### src/rtl/alu_pkg.sv
// rtl/alu_pkg.sv - ALU control codes, FSM state type and op helpers
package alu_pkg;

   localparam logic [3:0] ALU_AND = 4'b0000;
   localparam logic [3:0] ALU_OR  = 4'b0001;
   localparam logic [3:0] ALU_ADD = 4'b0010;
   localparam logic [3:0] ALU_XOR = 4'b0011;
   localparam logic [3:0] ALU_SUB = 4'b0110;
   localparam logic [3:0] ALU_SLT = 4'b1000;
   localparam logic [3:0] ALU_SLL = 4'b1001;
   localparam logic [3:0] ALU_SRL = 4'b1010;
   localparam logic [3:0] ALU_SRA = 4'b1011;

   typedef enum logic {
      IDLE  = 1'b0,
      SHIFT = 1'b1
   } state_t;

   function automatic logic is_shift_op(input logic [3:0] op);
      return (op == ALU_SLL) || (op == ALU_SRL) || (op == ALU_SRA);
   endfunction

endpackage

### src/rtl/alu_exec_unit_if.sv
// rtl/alu_exec_unit_if.sv - request/result bundle between ID/EX and the execute unit
interface alu_exec_unit_if #(
   parameter int DATA_W = 32
);
   logic              valid_i;
   logic              ready_o;
   logic [3:0]        ALUCtrl_i;
   logic [DATA_W-1:0] data1_i;
   logic [DATA_W-1:0] data2_i;
   logic              flush_i;
   logic [DATA_W-1:0] result_o;
   logic              zero_o;
   logic              valid_o;

   // upstream side: issues operations, observes results and stall
   modport master (
      output valid_i, ALUCtrl_i, data1_i, data2_i, flush_i,
      input  ready_o, result_o, zero_o, valid_o
   );

   // execute unit side
   modport slave (
      input  valid_i, ALUCtrl_i, data1_i, data2_i, flush_i,
      output ready_o, result_o, zero_o, valid_o
   );
endinterface

### src/rtl/alu_core.sv
// rtl/alu_core.sv - combinational ALU ops plus a single-bit shift step
module alu_core
   import alu_pkg::*;
#(
   parameter int DATA_W = 32
) (
   input  logic [3:0]        op,
   input  logic [DATA_W-1:0] a,
   input  logic [DATA_W-1:0] b,
   input  logic [3:0]        shift_op,
   input  logic [DATA_W-1:0] shift_in,
   output logic [DATA_W-1:0] result,
   output logic [DATA_W-1:0] shift_out
);

   // single-cycle ops; unknown codes fall through to ADD
   always_comb begin
      result = a + b;
      case (op)
         ALU_AND: result = a & b;
         ALU_OR:  result = a | b;
         ALU_XOR: result = a ^ b;
         ALU_SUB: result = a - b;
         ALU_SLT: result = {{(DATA_W-1){1'b0}}, ($signed(a) < $signed(b))};
         default: result = a + b;
      endcase
   end

   // one bit of the iterative shifter
   always_comb begin
      shift_out = shift_in;
      case (shift_op)
         ALU_SLL: shift_out = {shift_in[DATA_W-2:0], 1'b0};
         ALU_SRL: shift_out = {1'b0, shift_in[DATA_W-1:1]};
         ALU_SRA: shift_out = {shift_in[DATA_W-1], shift_in[DATA_W-1:1]};
         default: shift_out = shift_in;
      endcase
   end

endmodule

### src/rtl/alu_exec_unit.sv
// rtl/alu_exec_unit.sv - execute-stage ALU with iterative shifter (ALU_FAST_SHIFT_EN selects barrel shifter)
module alu_exec_unit
   import alu_pkg::*;
#(
   parameter int DATA_W  = 32,
   parameter int SHAMT_W = $clog2(DATA_W)
) (
   input  logic            clk_i,
   input  logic            rst_i,
   alu_exec_unit_if.slave  bus
);

   logic [DATA_W-1:0]  result_q, result_d;
   logic               zero_q, zero_d;
   logic               valid_q, valid_d;
   logic [DATA_W-1:0]  core_result;
   logic [DATA_W-1:0]  step_out;
   logic [SHAMT_W-1:0] shamt;
   logic               accept;

   assign shamt = bus.data2_i[SHAMT_W-1:0];

   assign bus.result_o = result_q;
   assign bus.zero_o   = zero_q;
   assign bus.valid_o  = valid_q;

`ifdef ALU_FAST_SHIFT_EN

   logic [DATA_W-1:0] barrel;

   assign bus.ready_o = !rst_i;
   assign accept      = bus.valid_i && !rst_i && !bus.flush_i;

   alu_core #(.DATA_W(DATA_W)) u_core (
      .op        (bus.ALUCtrl_i),
      .a         (bus.data1_i),
      .b         (bus.data2_i),
      .shift_op  (bus.ALUCtrl_i),
      .shift_in  (bus.data1_i),
      .result    (core_result),
      .shift_out (step_out)
   );

   // full-width shift in one cycle
   always_comb begin
      barrel = bus.data1_i;
      case (bus.ALUCtrl_i)
         ALU_SLL: barrel = bus.data1_i << shamt;
         ALU_SRL: barrel = bus.data1_i >> shamt;
         ALU_SRA: barrel = DATA_W'($signed(bus.data1_i) >>> shamt);
         default: barrel = bus.data1_i;
      endcase
   end

   // every accepted op completes in one cycle
   always_comb begin
      result_d = result_q;
      zero_d   = zero_q;
      valid_d  = 1'b0;
      if (accept) begin
         result_d = is_shift_op(bus.ALUCtrl_i) ? barrel : core_result;
         zero_d   = (result_d == '0);
         valid_d  = 1'b1;
      end
   end

   // output registers
   always_ff @(posedge clk_i) begin
      if (rst_i) begin
         result_q <= '0;
         zero_q   <= 1'b0;
         valid_q  <= 1'b0;
      end else begin
         result_q <= result_d;
         zero_q   <= zero_d;
         valid_q  <= valid_d;
      end
   end

`else

   state_t             state_q, state_d;
   logic [DATA_W-1:0]  acc_q, acc_d;
   logic [SHAMT_W-1:0] cnt_q, cnt_d;
   logic [3:0]         op_q, op_d;

   assign bus.ready_o = (state_q == IDLE) && !rst_i;
   assign accept      = bus.valid_i && bus.ready_o && !bus.flush_i;

   alu_core #(.DATA_W(DATA_W)) u_core (
      .op        (bus.ALUCtrl_i),
      .a         (bus.data1_i),
      .b         (bus.data2_i),
      .shift_op  (op_q),
      .shift_in  (acc_q),
      .result    (core_result),
      .shift_out (step_out)
   );

   // next state: accept in IDLE, one shift bit per SHIFT cycle, flush aborts
   always_comb begin
      state_d  = state_q;
      acc_d    = acc_q;
      cnt_d    = cnt_q;
      op_d     = op_q;
      result_d = result_q;
      zero_d   = zero_q;
      valid_d  = 1'b0;
      case (state_q)
         IDLE: begin
            if (accept) begin
               if (!is_shift_op(bus.ALUCtrl_i)) begin
                  result_d = core_result;
                  zero_d   = (core_result == '0);
                  valid_d  = 1'b1;
               end else if (shamt == '0) begin
                  result_d = bus.data1_i;
                  zero_d   = (bus.data1_i == '0);
                  valid_d  = 1'b1;
               end else begin
                  acc_d   = bus.data1_i;
                  cnt_d   = shamt;
                  op_d    = bus.ALUCtrl_i;
                  state_d = SHIFT;
               end
            end
         end
         SHIFT: begin
            if (bus.flush_i) begin
               state_d = IDLE;
            end else begin
               acc_d = step_out;
               cnt_d = cnt_q - 1'b1;
               if (cnt_q == SHAMT_W'(1)) begin
                  result_d = step_out;
                  zero_d   = (step_out == '0);
                  valid_d  = 1'b1;
                  state_d  = IDLE;
               end
            end
         end
         default: state_d = IDLE;
      endcase
   end

   // state, shifter and output registers
   always_ff @(posedge clk_i) begin
      if (rst_i) begin
         state_q  <= IDLE;
         acc_q    <= '0;
         cnt_q    <= '0;
         op_q     <= '0;
         result_q <= '0;
         zero_q   <= 1'b0;
         valid_q  <= 1'b0;
      end else begin
         state_q  <= state_d;
         acc_q    <= acc_d;
         cnt_q    <= cnt_d;
         op_q     <= op_d;
         result_q <= result_d;
         zero_q   <= zero_d;
         valid_q  <= valid_d;
      end
   end

`endif

endmodule

### src/flat_wrapper.sv
// flat-port wrapper written by rule: the top's interface ports become plain ports
module alu_exec_unit_flat import alu_pkg::*;
#(
   parameter int DATA_W  = 32,
   parameter int SHAMT_W = $clog2(DATA_W)
)
  (clk_i, rst_i, bus_valid_i, bus_ALUCtrl_i, bus_data1_i, bus_data2_i, bus_flush_i, bus_ready_o, bus_result_o, bus_zero_o, bus_valid_o);
  alu_exec_unit_if #(.DATA_W(DATA_W)) bus_i ();
  input  logic clk_i;
  input  logic rst_i;
  input wire logic [$bits(bus_i.valid_i)-1:0] bus_valid_i;
  input wire logic [$bits(bus_i.ALUCtrl_i)-1:0] bus_ALUCtrl_i;
  input wire logic [$bits(bus_i.data1_i)-1:0] bus_data1_i;
  input wire logic [$bits(bus_i.data2_i)-1:0] bus_data2_i;
  input wire logic [$bits(bus_i.flush_i)-1:0] bus_flush_i;
  output wire logic [$bits(bus_i.ready_o)-1:0] bus_ready_o;
  output wire logic [$bits(bus_i.result_o)-1:0] bus_result_o;
  output wire logic [$bits(bus_i.zero_o)-1:0] bus_zero_o;
  output wire logic [$bits(bus_i.valid_o)-1:0] bus_valid_o;
  assign bus_i.valid_i = bus_valid_i;
  assign bus_i.ALUCtrl_i = bus_ALUCtrl_i;
  assign bus_i.data1_i = bus_data1_i;
  assign bus_i.data2_i = bus_data2_i;
  assign bus_i.flush_i = bus_flush_i;
  assign bus_ready_o = bus_i.ready_o;
  assign bus_result_o = bus_i.result_o;
  assign bus_zero_o = bus_i.zero_o;
  assign bus_valid_o = bus_i.valid_o;
  alu_exec_unit #(.DATA_W(DATA_W), .SHAMT_W(SHAMT_W)) u_core (.clk_i(clk_i), .rst_i(rst_i), .bus(bus_i));
endmodule
### config.mk
export PLATFORM = sky130hd
export DESIGN_NAME = alu_exec_unit_flat
export DESIGN_NICKNAME = d
export VERILOG_FILES = /design/src/rtl/alu_pkg.sv /design/src/rtl/alu_exec_unit_if.sv /design/src/rtl/alu_core.sv /design/src/rtl/alu_exec_unit.sv /design/src/flat_wrapper.sv
export SDC_FILE = /design/constraint.sdc
export NUM_CORES = 1
export LEC_CHECK = 0
export ABC_CLOCK_PERIOD_IN_PS = 5250
export CAP_MARGIN = 20
export CORE_ASPECT_RATIO = 0.7
export CORE_MARGIN = 5
export CORE_UTILIZATION = 45
export DETAILED_ROUTE_END_ITERATION = 7
export PLACE_DENSITY_LB_ADDON = 0.12
export SLEW_MARGIN = 20
export SYNTH_ARGS = -nofsm -noshare
export SYNTH_HDL_FRONTEND = slang
export SYNTH_HIERARCHICAL = 1
export SYNTH_SLANG_ARGS = --single-unit
### constraint.sdc
create_clock -name clk_i -period 5.25 [get_ports clk_i]
set_input_delay 1.05 -clock clk_i [delete_from_list [all_inputs] [get_ports clk_i]]
set_output_delay 1.05 -clock clk_i [all_outputs]
set_load 0.02 [all_outputs]
==> results of run 1 <==
kinds of logic after synthesis:
kind of cell             after synthesis
AO/OA/AOI/OAI                        507
XOR/XNOR                               2
adder cells (fa/ha/maj)              100
buffers and inverters                200
flip-flops                            76
multiplexers                          73
AND/OR/NAND/NOR                      419
placed cells by master, fill, tap and decap left out, drive strengths merged, types with 32 or more instances in the layout:
cell type / count
nand2b: 43
nor2b: 47
buf: 104
inv: 100
o21ai: 84
a21oi: 114
a22oi: 32
nor2: 118
o211ai: 51
mux2: 34
clkdlybuf4s50: 105
nand2: 100
a31oi: 43
ha: 98
dfxtp: 76
a211oi: 49
mux2i: 39
per-stage QoR:
step                setup TNS, ps  instances  setup slack [ps]  hold WS (ps)  utilization [%]
floorplan                       0       1377               967           435                -
global placement             -115       1767              -115           442             54.0
detailed placement          -78.5       1767             -78.5           446             54.0
CTS                             0       1783               247           455             55.3
global route                    0       1783              4.24           468             55.4
finish                          0       1783               207           452             55.4
where the power goes:
| group | total [mW] | internal, mW | switching, mW |
|---|---|---|---|
| Combinational | 1.01 | 0.424 | 0.585 |
| Clock | 0.627 | 0.369 | 0.258 |
| Sequential | 0.613 | 0.595 | 0.0174 |
| Total | 2.25 | 1.39 | 0.861 |
cell type report:
cell class | instances | share of cell area (%)
inverters | 99 | 3.07
clock buffers | 10 | 1.89
multi-input cells | 1101 | 63.9
repair buffers | 209 | 15.1
well taps | 282 | 2.91
clock inverters | 6 | 0.517
flip-flops and latches | 76 | 12.6
synth_stat cells (6+ instances only):
library cell	count
buf_1	7
nand2b_1	42
or3_1	6
o31ai_1	7
a221o_1	9
nor2_1	114
buf_4	6
a21o_1	16
nor2b_1	47
dfxtp_1	76
a211oi_1	48
o21bai_1	14
buf_2	17
o21ai_0	78
a22oi_1	32
and3_1	6
ha_1	98
a31oi_1	40
o22ai_1	8
nand4_1	11
nor3_1	17
o221ai_1	11
nand2_1	100
inv_1	99
a21oi_1	114
nor4_1	28
o211ai_1	46
o21a_1	6
mux2_2	34
clkbuf_1	67
nand3_1	17
a221oi_1	7
mux2i_1	39
worst register-to-register path: cells and delay by family (launching register included):
family | cells | cell delay [ps]
AOI/OAI and AO/OA | 4 | 730
buffers and inverters | 2 | 530
DFF | 1 | 300
and+or+nand+nor | 4 | 1600
routing by layer:
| metal | GRT usage (%) | part of all wire, % | up-vias |
|---|---|---|---|
| li1 | - | - | 5314 |
| met4 | 8.37 | 3.0 | 2 |
| met1 | 40.2 | 45 | 5308 |
| met5 | 0 | 0.021 | - |
| met2 | 42.0 | 42 | 665 |
| met3 | 5.89 | 9.9 | 83 |
registers in the layout, summed over array words and instances, names as in the netlist:
name / count
u_core/bus.result_o: 32
u_core/state_q: 1
u_core/bus.valid_o: 1
u_core/acc_q: 32
u_core/bus.zero_o: 1
u_core/op_q: 4
u_core/cnt_q: 5
path summary, 6_finish.rpt:
path                             endpoint  cells past startpoint
hold reg to reg   u_core/bus.result_o[29]                      2
setup reg to reg        u_core/bus.zero_o                     10
hold / removal    u_core/bus.result_o[29]                      2
setup / recovery        u_core/bus.zero_o                     20
repair_timing:
item,CTS,global route
hold buffers,0,0
endpoints found under the setup margin,0,1
resized for setup,0,3
endpoints found under the hold margin,0,0
==> results.json, run 1 <==
{
  "outcome": "complete, no violations",
  "placed_cell_area_mm2": 0.0118,
  "p_total_mw": 2.25,
  "drt_iter0_markers": 1354,
  "synthArstFlopShare_pct": 0,
  "synth_edf_count": 0,
  "vdd_drop_max_v": 0.000148,
  "critPathTopFamily": "compound AO/OA/AOI/OAI gates",
  "max_stage_delay_ps": 550,
  "start_util_pct": 46.0,
  "muxShareOfSynthArea_pct": 7.69,
  "antenna_left": 0,
  "core_region_area_mm2": 0.0218,
  "regArea_mm2": 0.00153,
  "syn_nets": 1549,
  "routed_wl_um": 38000,
  "max_cap_violations": 0,
  "clk_root_buffer_cell": "clkbuf_16",
  "vias": 11372,
  "cts_buffers": 9,
  "grt_max_degree": 76,
  "globalplace.congestion": 1.02,
  "power_density_mw_per_mm2": 186,
  "crit_path_start": "bus_data2_i[0]",
  "cts_max_path_buffers": 2,
  "die_x_um": 189,
  "crit_path_top_delay_cell": "clkdlybuf4s50_1",
  "dieArea_mm2": 0.0255,
  "synth-seq-area-share_pct": 15.1,
  "worstPathArrival_ps": 5290,
  "critPathCaptureType": "flip-flop",
  "fin_crit_sh_pct": 96.1,
  "rows": 45,
  "critical_path_class": "input pin to flip-flop",
  "grt_pass1_wl_um": 57800,
  "drc_errors": 0,
  "multi_input_area_mm2": 0.00774,
  "synth_top_family_by_area": "compound AO/OA/AOI/OAI gates",
  "fin_area_mm2": 0.0121,
  "synthSimpleGateAreaFrac_pct": 21.0,
  "drive_gt1_share_pct": 13.5,
  "ys.flop_type": "dfxtp_1",
  "worstMarginPinSlew_ps": 1170,
  "port-buffer-count": 106,
  "die_y_um": 135,
  "synth-xor-area-share_pct": 0.174,
  "leakagePower_nw": 4.73,
  "syn_area_per_cell_um2": 7.30,
  "critPathMaxFanout": 5,
  "crit_chain": "clkdlybuf4s50_1 > buf_4 > ha_1 > fa_1 > o21bai_1 > a211oi_1 > o21ai_0 > buf_4 > a41oi_1 > nor2_1 > o21a_1 > o21ai_0 > and3_1 > o221ai_1 > nor4_1 > buf_4 > o2111ai_1 > nor3_1 > a211oi_1 > a211oi_1",
  "dp_hpwl_um": 28800,
  "synth_cell_type_count": 89,
  "reg2reg_from": "u_core/op_q[1]",
  "first_pass_iters": 6,
  "wl_per_cell_um": 21.3,
  "viasPerCell": 6.38,
  "cts_tree": "done",
  "finalClockSkew_ps": 4.23,
  "synthAdderAreaFrac_pct": 12.6,
  "antenna_found_initial": 1,
  "grt.total_usage_pct": 28.0,
  "clock-sinks": 76,
  "grt_pass1_vias": 10165,
  "post_cts_buffers": 0,
  "period_minus_slack_ps": 5040,
  "synth_warnings": 6,
  "synth_top_cell_by_area": "dfxtp_1",
  "syn_to_final_growth_pct": 20.5,
  "synth_compound_area_share_pct": 35.2,
  "clock_latency_ps": 330,
  "io_pins": 107,
  "setup_viol": 0,
  "syn_area_mm2": 0.0101,
  "rrSetupSlack_ps": 2010,
  "grt_setup_unrepaired": "false",
  "grt_remaining_overflow": 0,
  "nFillCells": 2175,
  "hold_path.class": "flip-flop to flip-flop",
  "hold_violations": 0,
  "crit_buf_inv": 4,
  "clock.fmax_mhz": 198,
  "synthTopCellsByArea": "dfxtp_1 15%, ha_1 12%, a21oi_1 5.7%",
  "syn_inst": 1377,
  "hp-start": "u_core/bus.result_o[29]",
  "critPathRequiredTime_ps": 5500,
  "synth-seq-cells": 76,
  "nNetsFinal": 1668,
  "cts.reportedPaths.clkPinSlew_ps": 60,
  "synth.top_cell.area_share_pct": 15.1,
  "diodes": 0,
  "start_kind": "input pin",
  "htreeDepth": 3,
  "worst_slew_margin_rel_pct": 21.9,
  "slew_violations": 0
}
Power figures use the tool's default switching activity.
==> run 2, diff against run 1 <==
--- a/config.mk
+++ b/config.mk
@@ -6,7 +6,6 @@
 export NUM_CORES = 1
 export LEC_CHECK = 0
 export ABC_CLOCK_PERIOD_IN_PS = 5250
-export CAP_MARGIN = 20
 export CORE_ASPECT_RATIO = 0.7
 export CORE_MARGIN = 5
 export CORE_UTILIZATION = 45
@@ -15,5 +14,4 @@
 export SLEW_MARGIN = 20
 export SYNTH_ARGS = -nofsm -noshare
 export SYNTH_HDL_FRONTEND = slang
-export SYNTH_HIERARCHICAL = 1
 export SYNTH_SLANG_ARGS = --single-unit
==> results.json, run 2 <==
{
  "slew_violations": 0,
  "placed_cells": 1915,
  "port-buffer-count": 106,
  "crit_path_top_delay_cell": "clkdlybuf4s50_1",
  "synthArstFlopShare_pct": 0,
  "routed_wl_um": 46100,
  "outcome": "complete, no violations",
  "synth_common_cells": "173 x nand2_1, 172 x a21oi_1, 136 x nor2_1, 105 x inv_1, 98 x ha_1",
  "hold_violations": 0,
  "dieArea_mm2": 0.0258,
  "period_minus_slack_ps": 5010,
  "grt_pass1_wl_um": 68900,
  "nFillCells": 2212,
  "synth_cell_type_count": 94,
  "drive_gt1_share_pct": 12.2,
  "drt_iter0_markers": 1883,
  "worstMarginPinSlew_ps": 1040,
  "nNetsFinal": 1810,
  "clock.fmax_mhz": 200,
  "cts_max_path_buffers": 2,
  "diodes": 0,
  "critical_path_class": "input pin to flip-flop",
  "critPathMaxFanout": 40,
  "synth_edf_count": 0,
  "syn_area_per_cell_um2": 6.79,
  "syn_nets": 1669,
  "drc_errors": 0,
  "worst_slew_margin_rel_pct": 29.9,
  "synthTopCellsByArea": "dfxtp_1 15%, ha_1 12%, a21oi_1 8.5%",
  "leakagePower_nw": 5.07,
  "clock-sinks": 76,
  "ys.flop_type": "dfxtp_1",
  "grt_setup_unrepaired": "false",
  "core_region_area_mm2": 0.0224,
  "grt_max_degree": 89,
  "grt.total_usage_pct": 34.5,
  "max_cap_violations": 0,
  "synth_warnings": 0,
  "cts.reportedPaths.clkPinSlew_ps": 70,
  "start_util_pct": 45.3,
  "htreeDepth": 3,
  "crit_chain": "clkdlybuf4s50_1 > nand4bb_1 > buf_4 > o211a_1 > a22oi_1 > nor4_1 > nand4_1 > nor4_1 > nand4b_1 > nor4_2 > nand4_1 > o31ai_2",
  "die_y_um": 136,
  "critPathRequiredTime_ps": 5520,
  "syn_inst": 1497,
  "start_kind": "input pin",
  "post-synth-top-count-cell": "nand2_1",
  "max_stage_delay_ps": 730,
  "grt_remaining_overflow": 0,
  "globalplace.congestion": 1.01,
  "fin_crit_sh_pct": 95.4,
  "final_common_cell": "nand2_1",
  "grt_pass1_vias": 11267,
  "layout.cells.non_filler": 1930,
  "syn_to_final_growth_pct": 23.1,
  "io_pins": 107,
  "power_density_mw_per_mm2": 192,
  "cts_tree": "done",
  "finalClockSkew_ps": 11.1,
  "worstPathArrival_ps": 5290,
  "syn_area_mm2": 0.0102,
  "dp_hpwl_um": 36700,
  "synth-seq-cells": 76,
  "antenna_left": 0,
  "clk_root_buffer_cell": "clkbuf_16",
  "synth_top_cell_by_area": "dfxtp_1",
  "cts_buffers": 9,
  "critPathCaptureType": "flip-flop",
  "placed_cell_area_mm2": 0.0122,
  "hold_path.class": "flip-flop to flip-flop",
  "fin_area_mm2": 0.0125,
  "viasPerCell": 6.52,
  "synth-seq-area-share_pct": 15.0,
  "die_x_um": 190,
  "vdd_drop_max_v": 0.000162,
  "vias": 12581,
  "synth.top_cell.area_share_pct": 15.0,
  "first_pass_iters": 6,
  "wl_per_cell_um": 23.9,
  "rows": 46,
  "layout_common_cells": "173 x nand2_1, 171 x a21oi_1, 136 x nor2_1, 132 x buf_4",
  "clock_latency_ps": 350,
  "setup_viol": 0,
  "antenna_found_initial": 0
}
run 2: per-stage QoR:
| step | TNS, ps | setup slack, ps | utilization (%) | power, mW | hold slack (ps) |
|---|---|---|---|---|---|
| floorplan | 0 | 1270 | - | 1.24 | 445 |
| finish | 0 | 240 | 55.8 | 2.41 | 451 |
| detailed placement | -83.1 | -83.1 | 54.3 | 1.69 | 447 |
| global placement | -67.4 | -67.4 | 54.3 | 1.70 | 443 |
| CTS | 0 | 277 | 55.8 | 2.38 | 455 |
| global route | 0 | 55.5 | 55.8 | 2.51 | 479 |
run 2: timing repair:
item                                   in CTS  in global routing
setup buffers                               0                  0
endpoints found under the hold margin       0                  0
setup endpoints to repair                   0                  1
resized for setup                           0                  2
hold buffers                                0                  0
run 2: final cells by class:
cell class	count	area, um^2	area share [%]
clock buffer	11	243	1.94
clock inverter	4	73.8	0.589
inverter	106	398	3.18
multi-input combinational	1205	7840	62.6
sequential	76	1520	12.2
tap	288	360	2.88
timing repair buffer	240	2090	16.7
run 2: power breakdown:
group	switching, mW	internal [mW]
logic	0.673	0.439
clock network	0.257	0.427
registers	0.0163	0.594
run 2: critical path, delay by kind of cell:
kind / cells / cell delay [ps]
AND/OR/NAND/NOR: 7 / 1900
buffers and inverters: 2 / 1160
AO/OA/AOI/OAI: 3 / 1140
run 2: cells by family (layout without fill, tap and decap cells):
group / count (synthesis) / count (layout) / synth area share (%)
compound gates: 552 / 552 / 36.9
buf+inv: 216 / 361 / 8.38
xor+xnor: 3 / 3 / 0.258
simple gates: 535 / 535 / 25.5
flops: 76 / 76 / 15.0
fa+ha+maj: 100 / 100 / 12.4
mux: 15 / 15 / 1.57
run 2: worst paths after layout:
check | from | end | slack (ps) | cells past startpoint
worst max-delay path | bus_ALUCtrl_i[0] | u_core.bus.zero_o | 240 | 12
worst min-delay path | u_core.bus.result_o[4] | u_core.bus.result_o[4] | 450 | 2
worst max register to register | u_core.op_q[1] | u_core.bus.zero_o | 810 | 11
worst min register to register | u_core.bus.result_o[4] | u_core.bus.result_o[4] | 450 | 2
run 2: routing by layer:
metal | vias up | GRT usage (%) | part of all wire (%)
met5 | - | 0 | 0
met4 | 0 | 7.67 | 2.2
met3 | 69 | 12.7 | 14
met2 | 843 | 46.2 | 38
met1 | 5876 | 51.8 | 46
li1 | 5793 | - | -
==> run 3, diff against run 2 <==
--- a/config.mk
+++ b/config.mk
@@ -5,7 +5,8 @@
 export SDC_FILE = /design/constraint.sdc
 export NUM_CORES = 1
 export LEC_CHECK = 0
-export ABC_CLOCK_PERIOD_IN_PS = 5250
+export ABC_CLOCK_PERIOD_IN_PS = 5900
+export CAP_MARGIN = 20
 export CORE_ASPECT_RATIO = 0.7
 export CORE_MARGIN = 5
 export CORE_UTILIZATION = 45
==> constraint.sdc (replaced) <==
create_clock -name clk_i -period 5.9 [get_ports clk_i]
set_input_delay 1.18 -clock clk_i [delete_from_list [all_inputs] [get_ports clk_i]]
set_output_delay 1.18 -clock clk_i [all_outputs]
set_load 0.02 [all_outputs]
==> results.json, run 3 (same netlist as run 2, synthesis figures left out) <==
{
  "outcome": "complete, no violations",
  "leakagePower_nw": 4.65,
  "min_to": "u_core.bus.result_o[17]",
  "clock-sinks": 76,
  "rows": 46,
  "antenna_found_initial": 0,
  "cts_hold_buf": 0,
  "reg2reg_depth": 11,
  "cts_buffers": 9,
  "cts_max_path_buffers": 2,
  "clock.fmax_mhz": 190,
  "nNetsFinal": 1724,
  "setup_viol": 0,
  "syn_to_final_growth_pct": 16.8,
  "worstMarginPinSlew_ps": 1070,
  "grt_remaining_overflow": 0,
  "hold_violations": 0,
  "globalplace.congestion": 1.02,
  "grt_max_degree": 89,
  "cts.reportedPaths.clkPinSlew_ps": 70,
  "post_cts_buffers": 0,
  "slew_violations": 0,
  "worst_slew_margin_rel_pct": 28.5,
  "routed_wl_um": 46100,
  "io_pins": 107,
  "htreeDepth": 3,
  "port-buffer-count": 106,
  "nFillCells": 2284,
  "die_y_um": 136,
  "period_minus_slack_ps": 5270,
  "hold_path.class": "flip-flop to flip-flop",
  "critical_path_class": "input pin to flip-flop",
  "finalClockSkew_ps": 7.37,
  "antenna_left": 0,
  "final_common_cell": "nand2_1",
  "regArea_mm2": 0.00152,
  "vias": 12359,
  "fin_util_pct": 52.9,
  "p_total_mw": 2.06,
  "worstPathArrival_ps": 5550,
  "grt_pass1_wl_um": 68800,
  "drc_errors": 0,
  "hp-start": "u_core.bus.result_o[17]",
  "multi_input_area_mm2": 0.00785,
  "tns_ps": 0,
  "grt.total_usage_pct": 34.5,
  "die_x_um": 190,
  "power.switching_mw": 0.859,
  "start_util_pct": 45.3,
  "dieArea_mm2": 0.0258,
  "core_region_area_mm2": 0.0224,
  "clk_root_buffer_cell": "clkbuf_16",
  "worstReg2RegEnd": "u_core.bus.zero_o",
  "critPathMaxFanout": 9,
  "clock_latency_ps": 360,
  "whs_path_depth": 2,
  "p_seq_share_pct": 26.4,
  "cts_tree": "done",
  "fin_area_mm2": 0.0119,
  "rrSetupSlack_ps": 1610,
  "power_density_mw_per_mm2": 173,
  "diodes": 0,
  "drt_iter0_markers": 2011,
  "netSwitchingFraction_pct": 41.7,
  "first_pass_iters": 8,
  "power_frac_comb_pct": 44.7,
  "dp_hpwl_um": 35600,
  "critPathRequiredTime_ps": 6180,
  "p_int_mw": 1.20,
  "start_kind": "input pin",
  "fin_crit_sh_pct": 89.3,
  "drive_gt1_share_pct": 7.51,
  "holdWs_ps": 456,
  "critPathCaptureType": "flip-flop",
  "viasPerCell": 6.70,
  "grt_pass1_vias": 11071,
  "wl_per_cell_um": 25.0,
  "cts_resized": 0,
  "reg2reg_from": "u_core.op_q[1]",
  "power_frac_clock_pct": 28.9,
  "layout_common_cells": "173 x nand2_1, 171 x a21oi_1, 136 x nor2_1, 105 x inv_1, 105 x clkdlybuf4s50_1",
  "vdd_drop_max_v": 0.000136,
  "placed_cell_area_mm2": 0.0116,
  "grt_setup_unrepaired": "false",
  "max_cap_violations": 0
}
## run 3: metal layers
layer	track usage [%]	vias up	wire length, um
li1	-	5641	-
met3	11.5	78	6560
met2	46.2	890	17600
met4	8.03	0	1130
met5	0	-	0
met1	52.3	5750	20800
## run 3: cell type report
type | count | area share (%)
Clock buffer | 9 | 1.90
Tap cell | 288 | 3.03
Timing Repair Buffer | 154 | 12.1
Inverter | 106 | 3.35
Sequential cell | 76 | 12.8
Multi-Input combinational cell | 1205 | 66.1
Clock inverter | 7 | 0.706
## run 3: power groups by stage
stage,Sequential [mW],Combinational [mW],Clock (mW)
detailed placement,0.554,0.884,0
floorplan,0.562,0.537,0
CTS,0.543,0.889,0.599
global placement,0.554,0.886,0
global route,0.545,0.980,0.621
finish,0.544,0.920,0.596
## run 3: how the worst max path moves through the flow
stage,start,end,depth (start not counted)
6_report,bus_data1_i[2],u_core.bus.zero_o,15
5_1_grt,bus_data1_i[10],u_core.bus.zero_o,13
4_1_cts,bus_data1_i[2],u_core.bus.zero_o,15
3_5_place_dp,bus_data1_i[2],u_core.bus.zero_o,15
3_3_place_gp,bus_data1_i[2],u_core.bus.zero_o,15
2_1_floorplan,bus_data2_i[1],u_core.bus.zero_o,13
## run 3: per-stage QoR
| stage | instances | setup slack, ps |
|---|---|---|
| after CTS | 1845 | 824 |
| after global routing | 1845 | 447 |
| after detailed placement | 1829 | 479 |
| after global placement | 1829 | 606 |
| after floorplan | 1497 | 1790 |
| final | 1845 | 633 |
## run 3: critical path, stage by stage
cell and delay [ps]:
clkdlybuf4s50_1 610, inv_1 100, ha_1 490, a211oi_1 130
buf_4 170, o41ai_4 520, nand3_1 230, a21oi_1 350
or3_1 160, o22ai_1 70, a31oi_1 540, o311ai_0 380
nor4_2 250, nand4_1 140, o31ai_2 220
